### config.mk
export PLATFORM = sky130hd
export DESIGN_NAME = prio_arbiter_n
export DESIGN_NICKNAME = d
export VERILOG_FILES = /design/src/rtl/prio_arb_pkg.sv /design/src/rtl/prio_enc_n.sv /design/src/rtl/prio_arbiter_n.sv
export SDC_FILE = /design/constraint.sdc
export NUM_CORES = 1
export LEC_CHECK = 0
export BUFFER_PORTS_ARGS = -buffer_cell sky130_fd_sc_hd__buf_2
export CAP_MARGIN = 10
export CORE_MARGIN = 8
export CORE_UTILIZATION = 40
export CTS_BUF_LIST = sky130_fd_sc_hd__clkbuf_8
export CTS_CLUSTER_SIZE = 14
export DETAILED_ROUTE_END_ITERATION = 10
export GPL_ROUTABILITY_DRIVEN = 0
export PLACE_DENSITY_LB_ADDON = 0.08
export RECOVER_POWER = 25
export SYNTH_ARGS = -nofsm -noshare
export SYNTH_HDL_FRONTEND = slang
export SYNTH_HIERARCHICAL = 1
export SYNTH_SLANG_ARGS = --single-unit
### constraint.sdc
create_clock -name clk -period 2.1 [get_ports clk]
set_input_delay 0.105 -clock clk [delete_from_list [all_inputs] [get_ports clk]]
set_output_delay 0.105 -clock clk [all_outputs]
set_load 0.01 [all_outputs]
### src/rtl/prio_arb_pkg.sv
// Shared types and defaults for the N-channel priority arbiter.
package prio_arb_pkg;

   localparam int unsigned PRIO_ARB_N = 4;

   typedef enum logic {
      IDLE = 1'b0,
      BUSY = 1'b1
   } state_t;

endpackage

### src/rtl/prio_enc_n.sv
// Rotating priority search: index ptr has top priority, then ptr-1, ... wrapping 0 -> N-1.
module prio_enc_n
   import prio_arb_pkg::*;
#(
   parameter int unsigned N = PRIO_ARB_N,
   parameter int unsigned W = $clog2(N)
) (
   input  logic [N-1:0] req,
   input  logic [W-1:0] ptr,
   output logic         any,
   output logic [W-1:0] idx,
   output logic [N-1:0] onehot
);

   logic [W-1:0] cand;

   // Scan from lowest to highest priority so the last hit (closest to ptr) wins.
   always_comb begin
      any    = 1'b0;
      idx    = '0;
      onehot = '0;
      cand   = '0;
      for (int unsigned i = 0; i < N; i++) begin
         cand = W'((32'(ptr) + i + 1) % N);
         if (req[cand]) begin
            any          = 1'b1;
            idx          = cand;
            onehot       = '0;
            onehot[cand] = 1'b1;
         end
      end
   end

endmodule

### src/rtl/prio_arbiter_n.sv
// Registered N-channel priority arbiter holding each grant until ack.
// Define PRIO_ARB_RR_EN for round-robin; otherwise fixed priority, highest index wins.
module prio_arbiter_n
   import prio_arb_pkg::*;
#(
   parameter int unsigned N = PRIO_ARB_N,
   parameter int unsigned W = $clog2(N)
) (
   input  logic         clk,
   input  logic         rst,
   input  logic [N-1:0] req,
   input  logic         ack,
   output logic         valid,
   output logic [N-1:0] grant,
   output logic [W-1:0] y
);

   state_t       state;
   logic [W-1:0] ptr;
   logic         win_any;
   logic [W-1:0] win_idx;
   logic [N-1:0] win_onehot;

   prio_enc_n #(
      .N (N),
      .W (W)
   ) u_enc (
      .req    (req),
      .ptr    (ptr),
      .any    (win_any),
      .idx    (win_idx),
      .onehot (win_onehot)
   );

   always_ff @(posedge clk) begin
      if (rst) begin
         state <= IDLE;
         valid <= 1'b0;
         grant <= '0;
         y     <= '0;
      end else begin
         case (state)
            IDLE: begin
               if (win_any) begin
                  state <= BUSY;
                  valid <= 1'b1;
                  grant <= win_onehot;
                  y     <= win_idx;
               end
            end
            BUSY: begin
               if (ack) begin
                  state <= IDLE;
                  valid <= 1'b0;
                  grant <= '0;
                  y     <= '0;
               end
            end
            default: begin
               state <= IDLE;
               valid <= 1'b0;
               grant <= '0;
               y     <= '0;
            end
         endcase
      end
   end

`ifdef PRIO_ARB_RR_EN
   // y still holds the winner at the ack edge, so it drives the pointer update.
   always_ff @(posedge clk) begin
      if (rst) begin
         ptr <= W'(N - 1);
      end else if (state == BUSY && ack) begin
         ptr <= (y == '0) ? W'(N - 1) : y - 1'b1;
      end
   end
`else
   assign ptr = W'(N - 1);
`endif

endmodule

==> flow_metrics.tcl <==
set metrics [dict create \
    crit_required_ns 2.25 \
    place_inst 152 \
    hold_ws_ns 0.171 \
    path_buf_inv 1 \
    synth_area_um2 875 \
    yosys.cell_types.count 29 \
    cts_root_buf "clkbuf_8" \
    p_total_uw 588 \
    diodes 0 \
    hold_path_depth 3 \
    die-area_mm2 0.00394 \
    grt_start_max_net_pins 15 \
    yosys-top-cells-area "dfxtp_1 (18%), ha_1 (11%), o32ai_2 (11%)" \
    powerDensity_mw_per_mm2 546 \
    cts_max_level 1 \
    grt_usage_pct 9.75 \
    slew_violations 0 \
    synth_flop_cell "dfxtp_1" \
    path_cells "buf_2 > mux2_4 > mux2_4 > or4_1 > mux2_4 > o32ai_2" \
    status "completed" \
    maxCapViolCount 0 \
    synth_edf_count 0 \
    ant_nets 0 \
    vias 768 \
    cp-start-kind "primary input" \
    cp_slowest_stage_delay_ns 0.53 \
    irDropWorstVdd_v 0.000338 \
    endpoint_kind "flop" \
    slowest_stage "or4_1" \
    die_h_um 62.8 \
    grt_pass1_vias 782 \
    worst-r2r-cell-count 2 \
    area_delta_synth_final_pct 23.2 \
    wire_per_inst_um 11.6 \
    drt_iter0_drc 10 \
    rsz0062_at_grt "false" \
    fin_cells 155 \
    reg2reg_to "y[0]" \
    drc 0 \
    cts.sinks 8 \
    min_period_ns 1.70 \
    initial_core_util_pct 40.7 \
    startpoint "req[2]" \
    leakage_nw 0.489 \
    fmax_ghz 0.589 \
    yosysWarnings 6 \
    hold_path_end "state" \
    hold_viol_final 0 \
    ys_ff_latch 8 \
    antenna_found_initial 0 \
    synth-async-reset-ratio_pct 0 \
    final_nets 144 \
    synth_cells 97 \
    grt_pass1_wl_mm 3.29 \
    yosysTopAreaCell "dfxtp_1" \
    setup_viol 0 \
    fp-row-count 17 \
    hp-class "primary input to flop" \
    dp_hpwl_mm 1.44 \
    core_area_mm2 0.00215 \
    crit_arrival_ns 1.85 \
    cts-hold-fix-buffers 0 \
    post_cts_buffers 0 \
    io_pins 14 \
    path_clk_slew_ns 0.04 \
    finalCritPeriodShare_pct 80.9 \
    numCtsBuffers 3 \
    routed_wirelength_mm 1.80 \
    post_cts_resized 0 \
    setup_tns_ns 0 \
    r2r_start "state" \
    postSynthAreaPerCell_um2 9.02 \
    viasPerCell 4.95 \
    clock_path_buffers 2 \
    drive_gt1_share_pct 25.2 \
    dr.pass1.iters 4 \
    crit_fanout 6 \
    worst_path_most_repeated_cell "mux2_4" \
    finalClockSkew_ns 0.00531 \
    grt.overflow.total 0 \
    regToRegSetupSlack_ns 1.08 \
    hp-start "ack" \
    path_delay_family "multiplexers" \
    clock_latency_ns 0.23 \
    synth_top_area_share_pct 18.3 \
    port_buffers 13 \
    crit_type "primary input to flop" \
    dieWidth_um 62.8 \
    cts_tree "yes" \
    ys_seq_area_share_pct 18.3 \
]
flip-flops by register name, summed over array words and instances (netlist names):
| register | cells |
|---|---|
| grant | 4 |
| state | 1 |
| valid | 1 |
| y | 2 |
worst max path at each step:
| stage | endpoint | cells after the start |
|---|---|---|
| finish | y[0] | 6 |
| global placement | y[1] | 6 |
| floorplan | grant[0] | 5 |
| detailed placement | y[0] | 6 |
| global route | y[0] | 6 |
| CTS | grant[3] | 6 |
Yosys cell counts, types with 2 or more instances:
cell type  n
a21oi_1    8
a31oi_1    4
buf_2      2
dfxtp_1    8
ha_1       8
inv_1      9
mux2_2     3
mux2_4     4
mux2i_1    7
nand2b_1   7
nand3_1    4
nand4_1    4
nor2_1     7
o21ai_0    2
o32ai_2    6
tightest hold or removal path: cells and delay by family:
kind,cells,cell delay (ns)
AO/OA/AOI/OAI,1,0.05
buffers and inverters,1,0.10
AND/OR/NAND/NOR,1,0.09
cell type report:
cell class / instances / area [um^2]
inverters: 9 / 33.8
fillers: 238 / 1070
clock buffers: 3 / 41.3
well taps: 28 / 35.0
multi-input cells: 89 / 708
flip-flops and latches: 8 / 160
repair buffers: 18 / 98.8
kinds of logic (layout without fill, tap and decap cells):
| logic type | Yosys count | count (layout) | synth area share, % |
|---|---|---|---|
| simple gates | 27 | 27 | 16.6 |
| compound gates | 26 | 26 | 25.6 |
| buf+inv | 12 | 30 | 5.87 |
| mux | 15 | 15 | 21.7 |
| other cells | 1 | 13 | 0.429 |
| flops | 8 | 8 | 18.3 |
| fa+ha+maj | 8 | 8 | 11.4 |
per-stage QoR:
stage               instance area, um^2  worst slack (ns)  util, %
floorplan                           920             0.334        -
global placement                   1040             0.162     48.4
detailed placement                 1040             0.157     48.4
CTS                                1080             0.400     50.3
global route                       1080             0.339     50.1
finish                             1080             0.402     50.1
metal layers:
layer	GRT usage [%]	vias up	wire length (um)
li1	-	411	-
met1	10.6	342	826
met2	16.4	11	865
met3	2.69	4	81
met4	5.98	0	29
met5	0	-	0
cells in the final DEF (no fill, tap or decap), types with 3 or more instances in the layout:
| cell type | netlist | layout |
|---|---|---|
| conb_1 | 1 | 13 |
| clkbuf_8 | 0 | 3 |
| mux2_4 | 4 | 4 |
| o32ai_2 | 6 | 6 |
| ha_1 | 8 | 8 |
| inv_1 | 9 | 9 |
| nor2_1 | 7 | 7 |
| dfxtp_1 | 8 | 8 |
| mux2_2 | 3 | 3 |
| a31oi_1 | 4 | 4 |
| nand2b_1 | 7 | 7 |
| buf_2 | 2 | 10 |
| buf_4 | 1 | 5 |
| a21oi_1 | 8 | 8 |
| nand4_1 | 4 | 4 |
| clkbuf_1 | 0 | 3 |
| mux2i_1 | 7 | 7 |
| nand3_1 | 4 | 4 |
power breakdown:
| group | internal (mW) | leakage, nW | switching [mW] |
|---|---|---|---|
| Combinational | 0.103 | 0.401 | 0.122 |
| Clock | 0.124 | 0.0216 | 0.0625 |
| Sequential | 0.169 | 0.0661 | 0.00772 |
No activity file was read; power rests on OpenSTA's default activity.
